**config.mk**
```make
export PLATFORM = sky130hd
export DESIGN_NAME = fighter_motion_flat
export DESIGN_NICKNAME = d
export VERILOG_FILES = /design/src/rtl/divekick_pkg.sv /design/src/rtl/fighter_motion_if.sv /design/src/rtl/frame_tick_sync.sv /design/src/rtl/fighter_motion.sv /design/src/flat_wrapper.sv
export SDC_FILE = /design/constraint.sdc
export NUM_CORES = 1
export LEC_CHECK = 0
export CORE_MARGIN = 2
export CORE_UTILIZATION = 23
export CTS_CLUSTER_DIAMETER = 30
export DETAILED_ROUTE_END_ITERATION = 16
export HOLD_SLACK_MARGIN = 0.15
export PLACE_DENSITY_LB_ADDON = 0.08
export SETUP_SLACK_MARGIN = 0.1
export SKIP_CTS_REPAIR_TIMING = 1
export SYNTH_ARGS = -nofsm -noshare
export SYNTH_HDL_FRONTEND = slang
export SYNTH_SLANG_ARGS = --single-unit
```
**constraint.sdc**
```tcl
create_clock -name Clk -period 3.6 [get_ports Clk]
set_clock_uncertainty 0.1 [all_clocks]
set_input_delay 0.36 -clock Clk [delete_from_list [all_inputs] [get_ports Clk]]
set_output_delay 0.36 -clock Clk [all_outputs]
set_load 0.05 [all_outputs]
```
**src/rtl/divekick_pkg.sv**
```systemverilog
// Shared Divekick definitions: fighter action encoding, screen geometry and
// the position clamp used by the motion controllers and the renderer.
package divekick_pkg;

    localparam int SCREEN_W  = 640;
    localparam int SCREEN_H  = 480;
    localparam int FIGHTER_W = 72;
    localparam int FIGHTER_H = 105;

    // Width of the signed position/velocity arithmetic.
    localparam int POS_W = 11;

    typedef enum logic [2:0] {
        GROUND = 3'd0,
        JUMP   = 3'd1,
        KICK   = 3'd2
    } fighter_state_e;

    typedef enum logic [1:0] {
        MV_GROUND,
        MV_JUMP,
        MV_HOP,
        MV_KICK
    } motion_e;

    function automatic logic [9:0] clamp_pos(input logic signed [POS_W-1:0] v,
                                             input logic [9:0] hi);
        if (v < 0)
            return '0;
        if (v > $signed({1'b0, hi}))
            return hi;
        return v[9:0];
    endfunction

endpackage

```
**src/rtl/fighter_motion_if.sv**
```systemverilog
// Button/renderer inputs and position/state outputs of one fighter.
interface fighter_motion_if;
    logic       frame_clk;
    logic       jump_key;
    logic       kick_key;
    logic       Freeze;
    logic       Restart;
    logic [9:0] X_Pos;
    logic [9:0] Y_Pos;
    logic [2:0] state;

    modport master (output frame_clk, jump_key, kick_key, Freeze, Restart,
                    input  X_Pos, Y_Pos, state);
    modport slave  (input  frame_clk, jump_key, kick_key, Freeze, Restart,
                    output X_Pos, Y_Pos, state);
endinterface

```
**src/rtl/frame_tick_sync.sv**
```systemverilog
// Brings the asynchronous frame strobe into the Clk domain and emits a
// one-cycle tick on each rising edge of it.
module frame_tick_sync (
    input  logic Clk,
    input  logic Reset,
    input  logic frame_clk,
    output logic tick
);
    logic s1_q, s2_q, s3_q;
    logic s1_d, s2_d, s3_d;

    always_comb begin
        s1_d = frame_clk;
        s2_d = s1_q;
        s3_d = s2_q;
    end

    always_ff @(posedge Clk or negedge Reset) begin
        if (!Reset) begin
            s1_q <= 1'b0;
            s2_q <= 1'b0;
            s3_q <= 1'b0;
        end else begin
            s1_q <= s1_d;
            s2_q <= s2_d;
            s3_q <= s3_d;
        end
    end

    assign tick = s2_q & ~s3_q;
endmodule

```
**src/rtl/fighter_motion.sv**
```systemverilog
// Per-player fighter motion: turns jump/kick presses into position and action
// state once per frame. Define FIGHTER_LANDING_LAG_EN for dive-landing lockout.
module fighter_motion
    import divekick_pkg::*;
#(
    parameter int START_X      = 100,
    parameter int FACING_RIGHT = 1,
    parameter int GROUND_Y     = SCREEN_H - FIGHTER_H - 5,
    parameter int X_MAX        = SCREEN_W - FIGHTER_W - 1,
    parameter int JUMP_VEL     = 12,
    parameter int HOP_VEL      = 6,
    parameter int GRAVITY      = 1,
    parameter int DIVE_VX      = 6,
    parameter int DIVE_VY      = 6,
    parameter int HOP_VX       = 4,
    parameter int LAG_FRAMES   = 8
) (
    input logic             Clk,
    input logic             Reset,
    fighter_motion_if.slave bus
);
    localparam int DIR = (FACING_RIGHT != 0) ? 1 : -1;

    localparam logic signed [POS_W-1:0] JUMP_VY0   = POS_W'(-JUMP_VEL);
    localparam logic signed [POS_W-1:0] HOP_VY0    = POS_W'(-HOP_VEL);
    localparam logic signed [POS_W-1:0] HOP_VX0    = POS_W'(-HOP_VX * DIR);
    localparam logic signed [POS_W-1:0] DIVE_VX0   = POS_W'(DIVE_VX * DIR);
    localparam logic signed [POS_W-1:0] DIVE_VY0   = POS_W'(DIVE_VY);
    localparam logic signed [POS_W-1:0] GRAV       = POS_W'(GRAVITY);
    localparam logic signed [POS_W-1:0] GROUND_Y_S = POS_W'(GROUND_Y);
    localparam logic [9:0] START_X_P  = 10'(START_X);
    localparam logic [9:0] GROUND_Y_P = 10'(GROUND_Y);
    localparam logic [9:0] X_MAX_P    = 10'(X_MAX);

    logic                    tick;
    motion_e                 mv_q, mv_d;
    logic [9:0]              x_q, x_d, y_q, y_d;
    logic signed [POS_W-1:0] vx_q, vx_d, vy_q, vy_d;
    logic                    jp_q, jp_d, kp_q, kp_d;
    logic                    jk_q, jk_d, kk_q, kk_d;
    logic signed [POS_W-1:0] x_next, y_next;
    logic                    ground_ok;

`ifdef FIGHTER_LANDING_LAG_EN
    localparam logic [7:0] LAG_P = 8'(LAG_FRAMES);
    logic [7:0] lag_q, lag_d;
`else
    logic lag_unused;
    assign lag_unused = ^LAG_FRAMES;
`endif

    frame_tick_sync u_tick (
        .Clk       (Clk),
        .Reset     (Reset),
        .frame_clk (bus.frame_clk),
        .tick      (tick)
    );

    always_comb begin
        x_next = $signed({1'b0, x_q}) + vx_q;
        y_next = $signed({1'b0, y_q}) + vy_q;
        jk_d   = bus.jump_key;
        kk_d   = bus.kick_key;
        jp_d   = jp_q | (bus.jump_key & ~jk_q);
        kp_d   = kp_q | (bus.kick_key & ~kk_q);
        mv_d   = mv_q;
        x_d    = x_q;
        y_d    = y_q;
        vx_d   = vx_q;
        vy_d   = vy_q;
`ifdef FIGHTER_LANDING_LAG_EN
        lag_d     = lag_q;
        ground_ok = (lag_q == '0);
`else
        ground_ok = 1'b1;
`endif
        if (tick) begin
            // Presses live for one frame only, consumed or not.
            jp_d = 1'b0;
            kp_d = 1'b0;
            if (bus.Restart) begin
                mv_d = MV_GROUND;
                x_d  = START_X_P;
                y_d  = GROUND_Y_P;
                vx_d = '0;
                vy_d = '0;
`ifdef FIGHTER_LANDING_LAG_EN
                lag_d = '0;
`endif
            end else if (!bus.Freeze) begin
                case (mv_q)
                    MV_GROUND: begin
`ifdef FIGHTER_LANDING_LAG_EN
                        if (!ground_ok)
                            lag_d = lag_q - 8'd1;
`endif
                        if (ground_ok && jp_q) begin
                            mv_d = MV_JUMP;
                            vy_d = JUMP_VY0;
                        end else if (ground_ok && kp_q) begin
                            mv_d = MV_HOP;
                            vy_d = HOP_VY0;
                            vx_d = HOP_VX0;
                        end
                    end
                    default: begin
                        x_d = clamp_pos(x_next, X_MAX_P);
                        // Landing takes priority over any pending kick press.
                        if (y_next >= GROUND_Y_S) begin
                            mv_d = MV_GROUND;
                            y_d  = GROUND_Y_P;
                            vx_d = '0;
                            vy_d = '0;
`ifdef FIGHTER_LANDING_LAG_EN
                            if (mv_q == MV_KICK)
                                lag_d = LAG_P;
`endif
                        end else begin
                            y_d = clamp_pos(y_next, 10'h3ff);
                            if (mv_q != MV_KICK) begin
                                vy_d = vy_q + GRAV;
                                if (kp_q) begin
                                    mv_d = MV_KICK;
                                    vx_d = DIVE_VX0;
                                    vy_d = DIVE_VY0;
                                end
                            end
                        end
                    end
                endcase
            end
        end
    end

    always_ff @(posedge Clk or negedge Reset) begin
        if (!Reset) begin
            mv_q <= MV_GROUND;
            x_q  <= START_X_P;
            y_q  <= GROUND_Y_P;
            vx_q <= '0;
            vy_q <= '0;
            jp_q <= 1'b0;
            kp_q <= 1'b0;
            jk_q <= 1'b0;
            kk_q <= 1'b0;
        end else begin
            mv_q <= mv_d;
            x_q  <= x_d;
            y_q  <= y_d;
            vx_q <= vx_d;
            vy_q <= vy_d;
            jp_q <= jp_d;
            kp_q <= kp_d;
            jk_q <= jk_d;
            kk_q <= kk_d;
        end
    end

`ifdef FIGHTER_LANDING_LAG_EN
    always_ff @(posedge Clk or negedge Reset) begin
        if (!Reset)
            lag_q <= '0;
        else
            lag_q <= lag_d;
    end
`endif

    assign bus.X_Pos = x_q;
    assign bus.Y_Pos = y_q;
    assign bus.state = (mv_q == MV_KICK)   ? KICK   :
                       (mv_q == MV_GROUND) ? GROUND : JUMP;
endmodule

```
**src/flat_wrapper.sv**
```systemverilog
// flat-port wrapper written by rule: the top's interface ports become plain ports
module fighter_motion_flat import divekick_pkg::*;
#(
    parameter int START_X      = 100,
    parameter int FACING_RIGHT = 1,
    parameter int GROUND_Y     = SCREEN_H - FIGHTER_H - 5,
    parameter int X_MAX        = SCREEN_W - FIGHTER_W - 1,
    parameter int JUMP_VEL     = 12,
    parameter int HOP_VEL      = 6,
    parameter int GRAVITY      = 1,
    parameter int DIVE_VX      = 6,
    parameter int DIVE_VY      = 6,
    parameter int HOP_VX       = 4,
    parameter int LAG_FRAMES   = 8
)
  (Clk, Reset, bus_frame_clk, bus_jump_key, bus_kick_key, bus_Freeze, bus_Restart, bus_X_Pos, bus_Y_Pos, bus_state);
  fighter_motion_if bus_i ();
  input logic Clk;
  input logic Reset;
  input wire logic [$bits(bus_i.frame_clk)-1:0] bus_frame_clk;
  input wire logic [$bits(bus_i.jump_key)-1:0] bus_jump_key;
  input wire logic [$bits(bus_i.kick_key)-1:0] bus_kick_key;
  input wire logic [$bits(bus_i.Freeze)-1:0] bus_Freeze;
  input wire logic [$bits(bus_i.Restart)-1:0] bus_Restart;
  output wire logic [$bits(bus_i.X_Pos)-1:0] bus_X_Pos;
  output wire logic [$bits(bus_i.Y_Pos)-1:0] bus_Y_Pos;
  output wire logic [$bits(bus_i.state)-1:0] bus_state;
  assign bus_i.frame_clk = bus_frame_clk;
  assign bus_i.jump_key = bus_jump_key;
  assign bus_i.kick_key = bus_kick_key;
  assign bus_i.Freeze = bus_Freeze;
  assign bus_i.Restart = bus_Restart;
  assign bus_X_Pos = bus_i.X_Pos;
  assign bus_Y_Pos = bus_i.Y_Pos;
  assign bus_state = bus_i.state;
  fighter_motion #(.START_X(START_X), .FACING_RIGHT(FACING_RIGHT), .GROUND_Y(GROUND_Y), .X_MAX(X_MAX), .JUMP_VEL(JUMP_VEL), .HOP_VEL(HOP_VEL), .GRAVITY(GRAVITY), .DIVE_VX(DIVE_VX), .DIVE_VY(DIVE_VY), .HOP_VX(HOP_VX), .LAG_FRAMES(LAG_FRAMES)) u_core (.Clk(Clk), .Reset(Reset), .bus(bus_i));
endmodule
```
# --- Word level (Yosys, flattened, before mapping) ---
# Index checks and enable logic that the tools add are counted.
word_totals:
  reg_bits: 51
  inputBits: 7
  elab_cells: 110
op_classes:
  n_addsub: 3
  magnitude_cmp: 5
  n_eq_ne: 7
  muxes: 67
  bitwise: 8
  reduce_logical: 8
op_table:
  columns: ["cell", "count"]
  rows:
  - ["2-to-1 mux 11 bit", 16]
  - ["2-to-1 mux 10 bit", 15]
  - ["2-to-1 mux 1 bit", 27]
  - ["adder 11 bit", 2]
  - ["greater-than comparator 11 bit, second input constant", 2]
  - ["< comparator 11 x 1 -> 1 bit, second input constant", 2]
  - ["2-to-1 mux 2 bit", 8]
  - ["adder 11 x 2 -> 11 bit, second input constant", 1]
  - ["greater-or-equal comparator 11 x 10 -> 1 bit, second input constant", 1]
  - ["nonzero test 4 bit", 2]
  - ["AND reduction 6 bit", 1]
  - ["AND reduction 5 bit", 1]
  - ["inequality test 2 bit, second input constant", 2]
  - ["inequality test 4 x 2 -> 1 bit, second input constant", 1]
  - ["AND reduction 4 bit", 1]
  - ["bitwise AND 1 bit", 3]
  - ["2-to-1 mux 3 bit", 1]
  - ["inequality test 3 x 2 -> 1 bit, second input constant", 1]
  - ["inequality test 3 bit, second input constant", 1]
  - ["inverter 1 bit", 3]
  - ["AND reduction 3 bit", 1]
  - ["nonzero test 3 bit", 1]
  - ["== test 2 bit, second input constant", 1]
  - ["logical NOT 2 bit", 1]
  - ["other kinds (2)", 3]

# --- Depth between registers and ports, before layout ---
logic_depth:
  depth_word: 20
  mapped_depth: 14

# --- Hierarchy ---
# Synthesis repeated with hierarchy kept, for this count alone.
hier_totals:
  hier_cells: 355
  hier_area_um2: 3239.4
modules_own_cells:
  columns: ["module", "instances", "cells_each", "area_each_um2"]
  rows:
  - ["fighter_motion", 1, 351, 3150.5]
  - ["frame_tick_sync", 1, 4, 88.8]

# --- Least setup slack after synthesis ---
# Ideal clock, no wire load.
synth_timing:
  path_kind: "register to register"
  from: "register u_core.y_q[0] (netlist: u_core.bus.Y_Pos[0])"
  to: "register u_core.vx_q[9]"
  setup_ns: 0.119
  t_arrival_ns: 3.062
  required_time_ns: 3.381
  path_slack_ns: 0.320
  stages_incl_launch_ff: 14
  n_path_buf: 2
  period_less_slack_ns: 3.280
  cell_sequence: "dfrtp_1 -> ha_1 -> inv_1 -> fa_1 -> nor2b_1 -> o2111a_1 -> o21ai_0 -> a41oi_1 -> and2_1 -> buf_4 -> a31oi_1 -> buf_6 -> a221o_1 -> a21bo_1"
synth_between:
  elab_chain_cells: 6
synth_lines:
  columns: ["item", "line", "rtl"]
  rows:
  - ["start: declaration", "fighter_motion.sv:37", "logic [9:0] x_q, x_d, y_q, y_d;"]
  - ["start signal: assignment", "fighter_motion.sv:149", "y_q <= y_d;"]
  - ["adder 11 bit (*)", "fighter_motion.sv:61", "y_next = $signed({1'b0, y_q}) + vy_q;"]
  - ["greater-or-equal comparator 11 x 10 -> 1 bit (*)", "fighter_motion.sv:109", "if (y_next >= GROUND_Y_S) begin"]
  - ["2-to-1 mux 11 bit", "fighter_motion.sv:109", null]
  - ["2-to-1 mux 11 bit", "fighter_motion.sv:91", "case (mv_q)"]
  - ["2-to-1 mux 11 bit", "fighter_motion.sv:90", "end else if (!bus.Freeze) begin"]
  - ["2-to-1 mux 11 bit", "fighter_motion.sv:81", "if (bus.Restart) begin"]
  - ["end signal: assignment", "fighter_motion.sv:150", "vx_q <= vx_d;"]
  - ["end: declaration", "fighter_motion.sv:38", "logic signed [POS_W-1:0] vx_q, vx_d, vy_q, vy_d;"]
# Mark *: on every way between the ends. The rest lies on a longest branch, timed or not. The select of a mux whose other input is x is not followed.
# A chain may end at the register's enable or synchronous reset.

# --- Worst setup path in the final report ---
layout_timing:
  from: "register u_core.y_q[1] (netlist: u_core.bus.Y_Pos[1])"
  to: "register u_core.vy_q[7]"
layout_between:
  elab_chain_cells: 6
layout_lines:
  columns: ["item", "line", "rtl"]
  rows:
  - ["adder 11 bit (*)", "fighter_motion.sv:61", null]
  - ["greater-or-equal comparator 11 x 10 -> 1 bit (*)", "fighter_motion.sv:109", null]
  - ["2-to-1 mux 11 bit", "fighter_motion.sv:109", null]
  - ["2-to-1 mux 11 bit", "fighter_motion.sv:91", null]
  - ["2-to-1 mux 11 bit", "fighter_motion.sv:90", null]
  - ["2-to-1 mux 11 bit", "fighter_motion.sv:81", null]
  - ["end signal: assignment", "fighter_motion.sv:151", "vy_q <= vy_d;"]
  - ["end: declaration", "fighter_motion.sv:38", null]
# Marked as above.

==> out/qor.csv <==
metric,value,unit
ys_types,63,
syn_inst,344,
arrival,3.35,ns
drc,0,
initial_utilization,0.237,
area_delta_synth_final,23.5,%
syn_area,3010,µm²
antenna_found_initial,0,
path_class,reg2reg,
synth_nets,375,
ys.warnings.count,0,
drtPass1Iterations,4,
regToRegSetupSlack,0.35,ns
cts-root-buf,clkbuf_16,
grt_max_degree,27,
grt.total_usage,0.128,
synthTopCellsByCount,"35 x dfrtp_1, 31 x nor2_1, 27 x a21oi_1, 23 x inv_1, 22 x ha_1",
yosys_most_used_dff,dfrtp_1,
fin_nets,413,
status,"finished, final reports clean",
required,3.71,ns
yosysTopAreaCell,dfrtp_1,
antenna_left,0,
dpl_cell_area,3550,µm²
startpoint_type,register,
synthArstFlopShare,1.00,
avgSynthCellArea,8.76,µm²
drt_first_iter_violations,97,
setup_ws,0.354,ns
place_congestion,0.773,
antenna_cells,0,
place_ws,0.249,ns
drive_gt1_frac,0.104,
fin_tns_setup,0,ns
yosysMostFrequentCell,dfrtp_1,
synth_area_leaders,"dfrtp_1 29%, ha_1 9.1%, dfstp_2 7.0%",
final_max_slew_viol_count,0,
htreeDepth,2,
slowest_delay,0.56,ns
end_kind,register,
netlist.area_leader.share,0.291,
finalSetupViolCount,0,
ios,30,
ys_seq_elements,43,
fmax,308,MHz
die_h,118,µm
wire_per_inst,15.5,µm
holdCritPathClass,reg2reg,
clk_pin_slew_worst_paths,0.07,ns
port_buffers,28,
cts_tree,yes,
final_area,3720,µm²
cp_num_buf_inv,1,
die_area,14000,µm²
worst_pin_slew,0.993,ns
rows,41,
overflow,0,
crit_family,compound AO/OA/AOI/OAI gates,
ys_seq_area_frac,0.360,
die_w,118,µm
multi_input_area,1800,µm²
hpwl,6440,µm
fin_crit_sh,0.902,
via_per_inst,4.78,
slew_headroom,0.336,
cap_viol_max_count,0,
hold_viol_final,0,
grt_pass1_wl,14500,µm
fillers,1389,
clkLatencyLatePin,0.29,ns
seq_area,1090,µm²
cpMaxStageDelayCell,dfstp_2,
period_needed,3.25,ns
vias,2654,
cp_max_fo,8,
path_cells,"inv_1, fa_1, nor2b_1, o2111a_1, nor3_1, or2_1, o31ai_2, a31oi_4, a311o_2, o22ai_1",
cts.path.max_buffers,2,
drt-total-wl,8610,µm
core_area,12700,µm²
clock-sinks,43,
cts_made_buffers,5,
synth_edf_count,0,
rsz0062_at_grt,no,
grt_pass1_vias,2685,
whs,0.249,ns
## kinds of logic after synthesis
| logic type | count (synthesis) | share of synthesized area |
|---|---|---|
| adders and majority gates | 24 | 0.105 |
| DFF | 43 | 0.360 |
| and+or+nand+nor | 106 | 0.178 |
| buffers and inverters | 35 | 0.0490 |
| AOI/OAI and AO/OA | 121 | 0.264 |
| other | 1 | 0.00124 |
| muxes | 5 | 0.0166 |
| xor gates and xnor gates | 9 | 0.0262 |
## sequential cells by signal (all words and copies together), names as in the netlist
name                flops
u_core.u_tick.s2_q      1
u_core.jk_q             1
u_core.u_tick.s3_q      1
u_core.mv_q             2
u_core.bus.X_Pos       10
u_core.bus.Y_Pos       10
u_core.kp_q             1
u_core.vx_q             3
u_core.jp_q             1
u_core.vy_q            11
u_core.u_tick.s1_q      1
u_core.kk_q             1
## final timing paths
| path | start | end | cells past startpoint |
|---|---|---|---|
| hold reg to reg | u_core.u_tick.s1_q$_DFF_PN0_ | u_core.u_tick.s2_q$_DFF_PN0_ | 0 |
| max in group asynchronous | Reset | u_core.bus.X_Pos[2]$_DFFE_PN1P_ | 3 |
| min in group asynchronous | Reset | u_core.bus.Y_Pos[7]$_DFFE_PN0P_ | 2 |
| setup / recovery | u_core.bus.Y_Pos[1]$_DFFE_PN1P_ | u_core.vy_q[7]$_DFFE_PN0P_ | 10 |
| setup reg to reg | u_core.bus.Y_Pos[1]$_DFFE_PN1P_ | u_core.vy_q[7]$_DFFE_PN0P_ | 10 |
| hold / removal | u_core.u_tick.s1_q$_DFF_PN0_ | u_core.u_tick.s2_q$_DFF_PN0_ | 0 |
## per-stage QoR
stage	util	cells
final	0.292	555
after global routing	0.292	555
after CTS	0.290	554
after detailed placement	0.279	546
after global placement	0.279	546
after floorplan	-	344
## cell type report
cell class | count | area share
Clock buffer | 6 | 0.0346
Clock inverter | 2 | 0.00336
Inverter | 23 | 0.0232
Multi-Input combinational cell | 266 | 0.484
Sequential cell | 43 | 0.292
Tap cell | 172 | 0.0579
Timing Repair Buffer | 43 | 0.105
## per-layer routing
layer | track usage | up-vias | share of wire
met4 | 0.0313 | 0 | 0.0099
met1 | 0.188 | 1265 | 0.52
li1 | - | 1347 | -
met3 | 0.0203 | 7 | 0.028
met2 | 0.196 | 35 | 0.44
met5 | 0 | - | 0
## layout by cell type (no fill, tap or decap), types with 2 or more instances in the layout
master and n:
xor2_1 7, fa_1 2, xnor2_1 2, nand3_1 4, o21ai_0 20, ha_1 22, o2bb2ai_1 2, a22o_1 2
and2_1 3, clkbuf_16 5, mux2i_1 5, a211oi_1 2, dfstp_2 8, nand2_1 19, a21oi_1 27, nor4_1 2
clkdlybuf4s50_1 27, nor3_1 8, a32o_1 2, nand2b_1 8, o211ai_1 3, inv_1 23, and3_1 10, nor2_1 31
o21a_1 4, a31oi_1 16, nand3b_1 2, buf_4 14, dfrtp_1 35, nor2b_1 7, o21bai_1 4, o31ai_1 2
a21o_1 6, or2_2 4, nor3b_1 2, o22ai_1 10
Power is not shown: default switching activity piles up to over one toggle a cycle in this logic, so the estimate is an artifact.
